### src/rtl/pipe_controller_if.sv
// Control-path bundle between the IF/ID register, the datapath stage muxes
// and pipe_controller.
interface pipe_controller_if #(
  parameter int REG_AW   = 5,
  parameter int ALU_OP_W = 5
);
  logic                id_valid;
  logic [31:0]         id_instr;
  logic                branch_taken;
  logic                stall;
  logic                illegal;
  logic                ex_valid;
  logic                ex_imm_sel;
  logic [ALU_OP_W-1:0] ex_alu_op;
  logic [1:0]          fwd_a;
  logic [1:0]          fwd_b;
  logic                mem_valid;
  logic                mem_write;
  logic                wb_lmd;
  logic                wb_aluout;
  logic                wb_reg_en;
  logic [REG_AW-1:0]   wb_rd;

  modport master (
    output id_valid, id_instr, branch_taken,
    input  stall, illegal, ex_valid, ex_imm_sel, ex_alu_op, fwd_a, fwd_b,
           mem_valid, mem_write, wb_lmd, wb_aluout, wb_reg_en, wb_rd
  );

  modport slave (
    input  id_valid, id_instr, branch_taken,
    output stall, illegal, ex_valid, ex_imm_sel, ex_alu_op, fwd_a, fwd_b,
           mem_valid, mem_write, wb_lmd, wb_aluout, wb_reg_en, wb_rd
  );
endinterface

### src/rtl/pipe_controller.sv
// Pipelined RV32I control: ID decode, EX/MEM/WB control registers,
// load-use / RAW hazard stall, operand forwarding and branch flush.
module pipe_controller #(
  parameter bit FWD_EN   = 1'b1,
  parameter int REG_AW   = 5,
  parameter int ALU_OP_W = 5
) (
  input  logic             clk,
  input  logic             rst,
  pipe_controller_if.slave bus
);

  localparam logic [6:0] OPC_LOAD   = 7'b0000011;
  localparam logic [6:0] OPC_OPIMM  = 7'b0010011;
  localparam logic [6:0] OPC_AUIPC  = 7'b0010111;
  localparam logic [6:0] OPC_STORE  = 7'b0100011;
  localparam logic [6:0] OPC_OP     = 7'b0110011;
  localparam logic [6:0] OPC_LUI    = 7'b0110111;
  localparam logic [6:0] OPC_BRANCH = 7'b1100011;
  localparam logic [6:0] OPC_JAL    = 7'b1101111;

  typedef struct packed {
    logic                imm_sel;
    logic [ALU_OP_W-1:0] alu_op;
    logic                mem_write;
    logic                wb_lmd;
    logic                wb_aluout;
  } ctrl_t;

  logic [6:0]        opcode;
  logic [2:0]        funct3;
  logic              alt;
  logic [REG_AW-1:0] id_rd;
  logic [REG_AW-1:0] id_rs1;
  logic [REG_AW-1:0] id_rs2;
  logic              unused_instr_bits;

  assign opcode            = bus.id_instr[6:0];
  assign funct3            = bus.id_instr[14:12];
  assign alt               = bus.id_instr[30];
  assign id_rd             = REG_AW'(bus.id_instr[11:7]);
  assign id_rs1            = REG_AW'(bus.id_instr[19:15]);
  assign id_rs2            = REG_AW'(bus.id_instr[24:20]);
  assign unused_instr_bits = ^{bus.id_instr[31], bus.id_instr[29:25]};

  ctrl_t      id_ctrl;
  logic [4:0] alu_code;
  logic       id_illegal;
  logic       id_use1;
  logic       id_use2;
  logic       id_writes;

  always_comb begin
    id_ctrl    = '0;
    alu_code   = 5'd0;
    id_illegal = 1'b0;
    id_use1    = 1'b1;
    id_use2    = 1'b0;
    case (opcode)
      OPC_LOAD: begin
        id_ctrl.imm_sel = 1'b1;
        id_ctrl.wb_lmd  = 1'b1;
        id_illegal      = (funct3 != 3'b010);
      end
      OPC_OPIMM: begin
        id_ctrl.imm_sel   = 1'b1;
        id_ctrl.wb_aluout = 1'b1;
        case (funct3)
          3'b101:  alu_code = alt ? 5'd7 : 5'd6;
          3'b110:  alu_code = 5'd8;
          3'b111:  alu_code = 5'd9;
          default: alu_code = {2'b00, funct3} + 5'd1;
        endcase
      end
      OPC_AUIPC: begin
        id_ctrl.imm_sel   = 1'b1;
        id_ctrl.wb_aluout = 1'b1;
        id_use1           = 1'b0;
        alu_code          = 5'd10;
      end
      OPC_STORE: begin
        id_ctrl.imm_sel   = 1'b1;
        id_ctrl.mem_write = 1'b1;
        id_use2           = 1'b1;
        id_illegal        = (funct3 > 3'b010);
        alu_code          = 5'd11 + {2'b00, funct3};
      end
      OPC_OP: begin
        id_ctrl.wb_aluout = 1'b1;
        id_use2           = 1'b1;
        case (funct3)
          3'b000:  alu_code = alt ? 5'd15 : 5'd14;
          3'b101:  alu_code = alt ? 5'd21 : 5'd20;
          3'b110:  alu_code = 5'd22;
          3'b111:  alu_code = 5'd23;
          default: alu_code = {2'b00, funct3} + 5'd15;
        endcase
      end
      OPC_LUI: begin
        id_ctrl.imm_sel   = 1'b1;
        id_ctrl.wb_aluout = 1'b1;
        id_use1           = 1'b0;
        alu_code          = 5'd24;
      end
      OPC_BRANCH: begin
        id_use2 = 1'b1;
        case (funct3)
          3'b000:  alu_code = 5'd25;
          3'b001:  alu_code = 5'd26;
          3'b100:  alu_code = 5'd27;
          3'b101:  alu_code = 5'd28;
          3'b110:  alu_code = 5'd29;
          3'b111:  alu_code = 5'd30;
          default: id_illegal = 1'b1;
        endcase
      end
      OPC_JAL: begin
        id_ctrl.imm_sel   = 1'b1;
        id_ctrl.wb_aluout = 1'b1;
        id_use1           = 1'b0;
        alu_code          = 5'd31;
      end
      default: id_illegal = 1'b1;
    endcase
    id_ctrl.alu_op = ALU_OP_W'(alu_code);
  end

  assign id_writes = id_ctrl.wb_lmd | id_ctrl.wb_aluout;

  logic              ex_valid_q, ex_valid_d;
  ctrl_t             ex_ctrl_q, ex_ctrl_d;
  logic [REG_AW-1:0] ex_rd_q, ex_rd_d;
  logic [REG_AW-1:0] ex_rs1_q, ex_rs1_d;
  logic [REG_AW-1:0] ex_rs2_q, ex_rs2_d;
  logic              mem_valid_q, mem_write_q, mem_lmd_q, mem_aluout_q;
  logic [REG_AW-1:0] mem_rd_q;
  logic              wb_valid_q, wb_lmd_q, wb_aluout_q;
  logic [REG_AW-1:0] wb_rd_q;
  logic              illegal_q, illegal_d;

  // Stage index 0/1/2 = EX/MEM/WB; a stage "writes" only with a nonzero rd.
  logic [2:0]        stg_wr;
  logic [2:0]        stg_hit;
  logic [REG_AW-1:0] stg_rd [3];

  assign stg_wr[0] = ex_valid_q & (ex_ctrl_q.wb_lmd | ex_ctrl_q.wb_aluout) & (ex_rd_q != '0);
  assign stg_wr[1] = mem_valid_q & (mem_lmd_q | mem_aluout_q) & (mem_rd_q != '0);
  assign stg_wr[2] = wb_valid_q & (wb_lmd_q | wb_aluout_q) & (wb_rd_q != '0);
  assign stg_rd[0] = ex_rd_q;
  assign stg_rd[1] = mem_rd_q;
  assign stg_rd[2] = wb_rd_q;

  genvar gi;
  generate
    for (gi = 0; gi < 3; gi++) begin : g_hit
      assign stg_hit[gi] = stg_wr[gi] &
                           ((id_use1 & (id_rs1 == stg_rd[gi])) |
                            (id_use2 & (id_rs2 == stg_rd[gi])));
    end
  endgenerate

  logic load_use;
  logic interlock;
  logic stall;

  assign load_use  = bus.id_valid & ex_valid_q & ex_ctrl_q.wb_lmd & stg_hit[0];
  assign interlock = bus.id_valid & (|stg_hit);
  assign stall     = ~bus.branch_taken & (load_use | (~FWD_EN & interlock));

  // EX source registers are zeroed when unused, so they never match a writing rd.
  logic [REG_AW-1:0] ex_rs   [2];
  logic [1:0]        fwd_sel [2];

  assign ex_rs[0] = ex_rs1_q;
  assign ex_rs[1] = ex_rs2_q;

  generate
    for (gi = 0; gi < 2; gi++) begin : g_fwd
      assign fwd_sel[gi] = (!FWD_EN || !ex_valid_q)                    ? 2'b00 :
                           (stg_wr[1] && (stg_rd[1] == ex_rs[gi]))     ? 2'b01 :
                           (stg_wr[2] && (stg_rd[2] == ex_rs[gi]))     ? 2'b10 :
                                                                         2'b00;
    end
  endgenerate

  logic accept;

  always_comb begin
    accept     = bus.id_valid & ~bus.branch_taken & ~stall & ~id_illegal;
    ex_valid_d = accept;
    ex_ctrl_d  = accept ? id_ctrl : '0;
    ex_rd_d    = (accept && id_writes) ? id_rd : '0;
    ex_rs1_d   = (accept && id_use1) ? id_rs1 : '0;
    ex_rs2_d   = (accept && id_use2) ? id_rs2 : '0;
    illegal_d  = bus.id_valid & id_illegal & ~bus.branch_taken & ~stall;
  end

  always_ff @(posedge clk or posedge rst) begin
    if (rst) begin
      ex_valid_q   <= 1'b0;
      ex_ctrl_q    <= '0;
      ex_rd_q      <= '0;
      ex_rs1_q     <= '0;
      ex_rs2_q     <= '0;
      mem_valid_q  <= 1'b0;
      mem_write_q  <= 1'b0;
      mem_lmd_q    <= 1'b0;
      mem_aluout_q <= 1'b0;
      mem_rd_q     <= '0;
      wb_valid_q   <= 1'b0;
      wb_lmd_q     <= 1'b0;
      wb_aluout_q  <= 1'b0;
      wb_rd_q      <= '0;
      illegal_q    <= 1'b0;
    end else begin
      ex_valid_q   <= ex_valid_d;
      ex_ctrl_q    <= ex_ctrl_d;
      ex_rd_q      <= ex_rd_d;
      ex_rs1_q     <= ex_rs1_d;
      ex_rs2_q     <= ex_rs2_d;
      mem_valid_q  <= ex_valid_q;
      mem_write_q  <= ex_ctrl_q.mem_write;
      mem_lmd_q    <= ex_ctrl_q.wb_lmd;
      mem_aluout_q <= ex_ctrl_q.wb_aluout;
      mem_rd_q     <= ex_rd_q;
      wb_valid_q   <= mem_valid_q;
      wb_lmd_q     <= mem_lmd_q;
      wb_aluout_q  <= mem_aluout_q;
      wb_rd_q      <= mem_rd_q;
      illegal_q    <= illegal_d;
    end
  end

  assign bus.stall      = stall;
  assign bus.illegal    = illegal_q;
  assign bus.ex_valid   = ex_valid_q;
  assign bus.ex_imm_sel = ex_ctrl_q.imm_sel;
  assign bus.ex_alu_op  = ex_ctrl_q.alu_op;
  assign bus.fwd_a      = fwd_sel[0];
  assign bus.fwd_b      = fwd_sel[1];
  assign bus.mem_valid  = mem_valid_q;
  assign bus.mem_write  = mem_write_q;
  assign bus.wb_lmd     = wb_lmd_q;
  assign bus.wb_aluout  = wb_aluout_q;
  assign bus.wb_reg_en  = stg_wr[2];
  assign bus.wb_rd      = wb_rd_q;

endmodule

### src/flat_wrapper.sv
// flat-port wrapper written by rule: the top's interface ports become plain ports
module pipe_controller_flat 
#(
  parameter bit FWD_EN   = 1'b1,
  parameter int REG_AW   = 5,
  parameter int ALU_OP_W = 5
)
  (clk, rst, bus_id_valid, bus_id_instr, bus_branch_taken, bus_stall, bus_illegal, bus_ex_valid, bus_ex_imm_sel, bus_ex_alu_op, bus_fwd_a, bus_fwd_b, bus_mem_valid, bus_mem_write, bus_wb_lmd, bus_wb_aluout, bus_wb_reg_en, bus_wb_rd);
  pipe_controller_if #(.REG_AW(REG_AW), .ALU_OP_W(ALU_OP_W)) bus_i ();
  input  logic clk;
  input  logic rst;
  input wire logic [$bits(bus_i.id_valid)-1:0] bus_id_valid;
  input wire logic [$bits(bus_i.id_instr)-1:0] bus_id_instr;
  input wire logic [$bits(bus_i.branch_taken)-1:0] bus_branch_taken;
  output wire logic [$bits(bus_i.stall)-1:0] bus_stall;
  output wire logic [$bits(bus_i.illegal)-1:0] bus_illegal;
  output wire logic [$bits(bus_i.ex_valid)-1:0] bus_ex_valid;
  output wire logic [$bits(bus_i.ex_imm_sel)-1:0] bus_ex_imm_sel;
  output wire logic [$bits(bus_i.ex_alu_op)-1:0] bus_ex_alu_op;
  output wire logic [$bits(bus_i.fwd_a)-1:0] bus_fwd_a;
  output wire logic [$bits(bus_i.fwd_b)-1:0] bus_fwd_b;
  output wire logic [$bits(bus_i.mem_valid)-1:0] bus_mem_valid;
  output wire logic [$bits(bus_i.mem_write)-1:0] bus_mem_write;
  output wire logic [$bits(bus_i.wb_lmd)-1:0] bus_wb_lmd;
  output wire logic [$bits(bus_i.wb_aluout)-1:0] bus_wb_aluout;
  output wire logic [$bits(bus_i.wb_reg_en)-1:0] bus_wb_reg_en;
  output wire logic [$bits(bus_i.wb_rd)-1:0] bus_wb_rd;
  assign bus_i.id_valid = bus_id_valid;
  assign bus_i.id_instr = bus_id_instr;
  assign bus_i.branch_taken = bus_branch_taken;
  assign bus_stall = bus_i.stall;
  assign bus_illegal = bus_i.illegal;
  assign bus_ex_valid = bus_i.ex_valid;
  assign bus_ex_imm_sel = bus_i.ex_imm_sel;
  assign bus_ex_alu_op = bus_i.ex_alu_op;
  assign bus_fwd_a = bus_i.fwd_a;
  assign bus_fwd_b = bus_i.fwd_b;
  assign bus_mem_valid = bus_i.mem_valid;
  assign bus_mem_write = bus_i.mem_write;
  assign bus_wb_lmd = bus_i.wb_lmd;
  assign bus_wb_aluout = bus_i.wb_aluout;
  assign bus_wb_reg_en = bus_i.wb_reg_en;
  assign bus_wb_rd = bus_i.wb_rd;
  pipe_controller #(.FWD_EN(FWD_EN), .REG_AW(REG_AW), .ALU_OP_W(ALU_OP_W)) u_core (.clk(clk), .rst(rst), .bus(bus_i));
endmodule
### config.mk
export PLATFORM = sky130hd
export DESIGN_NAME = pipe_controller_flat
export DESIGN_NICKNAME = d
export VERILOG_FILES = /design/src/rtl/pipe_controller_if.sv /design/src/rtl/pipe_controller.sv /design/src/flat_wrapper.sv
export SDC_FILE = /design/constraint.sdc
export NUM_CORES = 1
export LEC_CHECK = 0
export CAP_MARGIN = 20
export CORE_ASPECT_RATIO = 0.9
export CORE_MARGIN = 2
export CORE_UTILIZATION = 56
export CTS_BUF_LIST = sky130_fd_sc_hd__clkbuf_4 sky130_fd_sc_hd__clkbuf_8
export DETAILED_ROUTE_END_ITERATION = 12
export PLACE_DENSITY = 0.93
export RECOVER_POWER = 25
export SYNTH_ARGS = -nofsm -noshare
export SYNTH_HDL_FRONTEND = slang
export SYNTH_SLANG_ARGS = --single-unit
### constraint.sdc
create_clock -name clk -period 5.58 [get_ports clk]
set_clock_uncertainty 0.05 [all_clocks]
set_input_delay 1.116 -clock clk [delete_from_list [all_inputs] [get_ports clk]]
set_output_delay 1.116 -clock clk [all_outputs]
set_load 0.01 [all_outputs]
==> results.txt <==
- Antenna Nets Post-Route: 0
- Initial drt markers: 146
- Dividing the final minimum period by the clock period gives 0.8307.
- Measured along the x axis, the die boundary spans 75.51 microns.
- Overflow left after global routing: 0
* Clock input transition at the sequential cells of the worst setup and hold paths: 80 ps
- Critical Path End Type: output port
- Along the worst path, the maximum fanout reaches 19.
- The via count of the first global-routing pass came to 1944.
- In this run the cell area measured after placement is 3073 sq um.
- Maximum clock path buffer count: 2
- Final hold violation count: 0
- At the later pin of the worst-skew pair, clock insertion delay measures 300 ps.
- The analysis attributes to net switching a power of 147.1 uW.
* Number of synthesized register bits: 43
- Initial antenna violation count: 0
* Power per cell area: 198.1 nW/um^2
- Synthesis-to-finish area growth: 23.45%
- First-pass GRT wire length: 9225 microns
- LEAKAGE: 0.001357 uW
- OpenSTA, run right after detailed placement, puts the worst setup slack at 1018 ps.
* Number of instances in the synthesized netlist: 250
- The synthesized netlist contains 55 unique library cells.
* Net count reported at finish: 338
- Number of gates resized after cts: 0
- The share of total power dissipated in combinational logic is 0.127.
* MaxCap Viol Count: 1
* Input/output buffers: 52
* Final weighted congestion in routability-driven placement: 0.9113
- The clock net in this run drives a total of 43 sinks.
- Part of the Yosys area used for sequential elements: 0.4175
- Timing-limited maximum frequency: 0.2157 GHz
* Worst min-delay path class: register to register
- Hold buffer count at cts: 0
- The share of total power dissipated in sequential elements is 0.497.
- Cell internal power was estimated by the tool at 483.2 uW.
* Data arrival time of the critical path: 3470 ps
* Peak ir drop on the vdd network: 124.1 uV
* Final Max Slew Viols: 44
- Worst Max-Slew Pin Slew: 2118 ps
- Total negative slack: 0 ps
- Detailed-route wire length per cell: 15.81 microns
- The run finished, with violations left.
* Final wirelength: 5644 microns
- The repair_antennas step left the layout with diodes totalling 0.
* Relative slew margins: -0.4123
- Of the cells placed in the final design, the portion with a size suffix greater than 1 is 0.1288.
- Asr flop ratio synth: 1.000
- The share of total power dissipated in the clock network is 0.375.
- CP Data Required Time: 4410 ps
- Core box area: 4432 sq um
* CTS tree: yes
- Largest net degree at the start of global routing: 44
* Die Y: 68.36 microns
* Full die area: 5162 sq um
- Count of standard-cell rows: 23
- Mapped Avg Cell Area: 10.31 sq um
- For this configuration, the core starts out at a cell density of 0.5816.
- The number of nets in the synthesized netlist is 294.
- Measured on the finished design, the core utilization comes to 0.7180.
- After clock tree synthesis, the setup repair step added 0 buffers.
* GRT Util Overall: 0.2419
- The H-tree was split into 2 levels.
* Number of buffers added by the clock tree synthesis step: 5
- Across all setup checks in the final design, the least slack found is 944.5 ps.
- Worst hold slack: 312.1 ps
* Post-synth top flop: dfrtp_1
* Highest-count cells in the layout ignoring fill and taps: clkdlybuf4s50_1 (51), dfrtp_1 (43), nand2_1 (21)
- Failing checks: max-capacitance violations, max-slew violations
* Netlist Area Pre-Place: 2577 sq um
- The worst setup path is of the input pin to output port kind.
* Sum of net half-perimeters after detailed placement: 4070 microns
* Via count of the routed design: 2039
- During synthesis, Yosys emitted a total of 0 warnings.
- Design area: 3182 sq um
- The library cell used most frequently in the layout, excluding fill and tap cells, is clkdlybuf4s50_1.
* DRC violation count after routing: 0
- Setup repair after global routing left no endpoint under its margin.
- Sw Share: 0.2334
- Final setup vio count: 0
- Critical Path Start Type: input pin
- Mean number of vias per cell: 5.711
- Post-layout min period: 4636 ps
* Post-synth EDFFs: 0
* Root cell of the clock tree: clkbuf_8
- Number of top-level pins: 59
- Count of TritonRoute iterations in the first routing pass: 4
## sequential cells by signal, indices dropped and copies added (netlist names)
name,flops
u_core.bus.wb_lmd,1
u_core.bus.mem_write,1
u_core.bus.ex_valid,1
u_core.mem_rd_q,5
u_core.bus.wb_aluout,1
u_core.bus.wb_rd,5
u_core.ex_rs2_q,5
u_core.mem_lmd_q,1
u_core.bus.ex_imm_sel,1
u_core.ex_ctrl_q,3
u_core.bus.ex_alu_op,5
u_core.mem_aluout_q,1
u_core.ex_rd_q,5
u_core.bus.mem_valid,1
u_core.wb_valid_q,1
u_core.bus.illegal,1
u_core.ex_rs1_q,5
## worst paths after layout
path	startpoint	endpoint	slack, ps	cells past startpoint
worst max-delay path	bus_id_instr[5]	bus_stall	940	6
worst min-delay path	u_core.ex_ctrl_q[2]	u_core.bus.mem_write	310	0
worst max register to register	u_core.ex_rd_q[0]	u_core.bus.ex_alu_op[3]	3380	5
max in group asynchronous	rst	u_core.bus.wb_rd[2]	2280	3
min in group asynchronous	rst	u_core.bus.mem_write	2000	3
worst min register to register	u_core.ex_ctrl_q[2]	u_core.bus.mem_write	310	0
## worst max-delay path, cell delays in order
cell	delay (ps)
clkdlybuf4s50_1	750
nand4b_1	360
a21o_1	330
nand4_1	190
a21oi_4	160
clkdlybuf4s50_1	550
## power groups by stage
stage | Clock, uW | Sequential (uW) | Combinational (uW)
CTS | 239 | 313 | 80.5
finish | 237 | 313 | 80.4
global placement | 0 | 319 | 77.6
global route | 252 | 313 | 88.8
detailed placement | 0 | 319 | 79.3
floorplan | 0 | 319 | 44.0
## cells in the mapped netlist (4+ instances only)
cell type  count  share of area
and2_1         4         0.0097
nor4_1         4         0.0097
nor2b_1        4         0.0097
a21oi_1        7          0.014
buf_2          7          0.014
inv_1          7          0.010
buf_4          7          0.020
nand2_1       21          0.031
nor2_1        11          0.016
dfrtp_1       43           0.42
a211oi_1       5          0.015
ha_1           8          0.039
nor3_2        18          0.070
nor3_1        10          0.019
xor2_1        16          0.054
or4_1          4          0.012
nand3_1        8          0.016
xnor2_1       14          0.048
## cells by family after synthesis
logic type                 share of synthesized area
buffers and inverters                        0.06165
muxes                                       0.003884
xor gates and xnor gates                      0.1019
and+or+nand+nor                               0.2393
DFF                                           0.4175
AOI/OAI and AO/OA                             0.1369
adders and majority gates                    0.03884
## layout make-up
| type | count | area [sq um] |
|---|---|---|
| fill | 347 | 1250 |
| multi-input combinational | 180 | 1343 |
| clock inverter | 3 | 43.79 |
| clock buffer | 5 | 68.82 |
| sequential | 43 | 1076 |
| inverter | 9 | 33.78 |
| tap | 62 | 77.57 |
| timing repair buffer | 55 | 539.3 |
## per-stage QoR
stage               total power, uW  instances
floorplan                     363.5        250
global placement              397.0        349
detailed placement            398.6        349
CTS                           633.2        357
global route                  653.9        357
finish                        630.3        357
## per-layer routing
layer / GRT usage / routed length, microns / up-vias
li1: - / - / 977
met1: 0.3283 / 2392 / 963
met2: 0.4000 / 2807 / 92
met3: 0.03976 / 366 / 7
met4: 0.07018 / 78 / 0
met5: 0 / 0 / -
No activity file was read; power rests on OpenSTA's default activity.
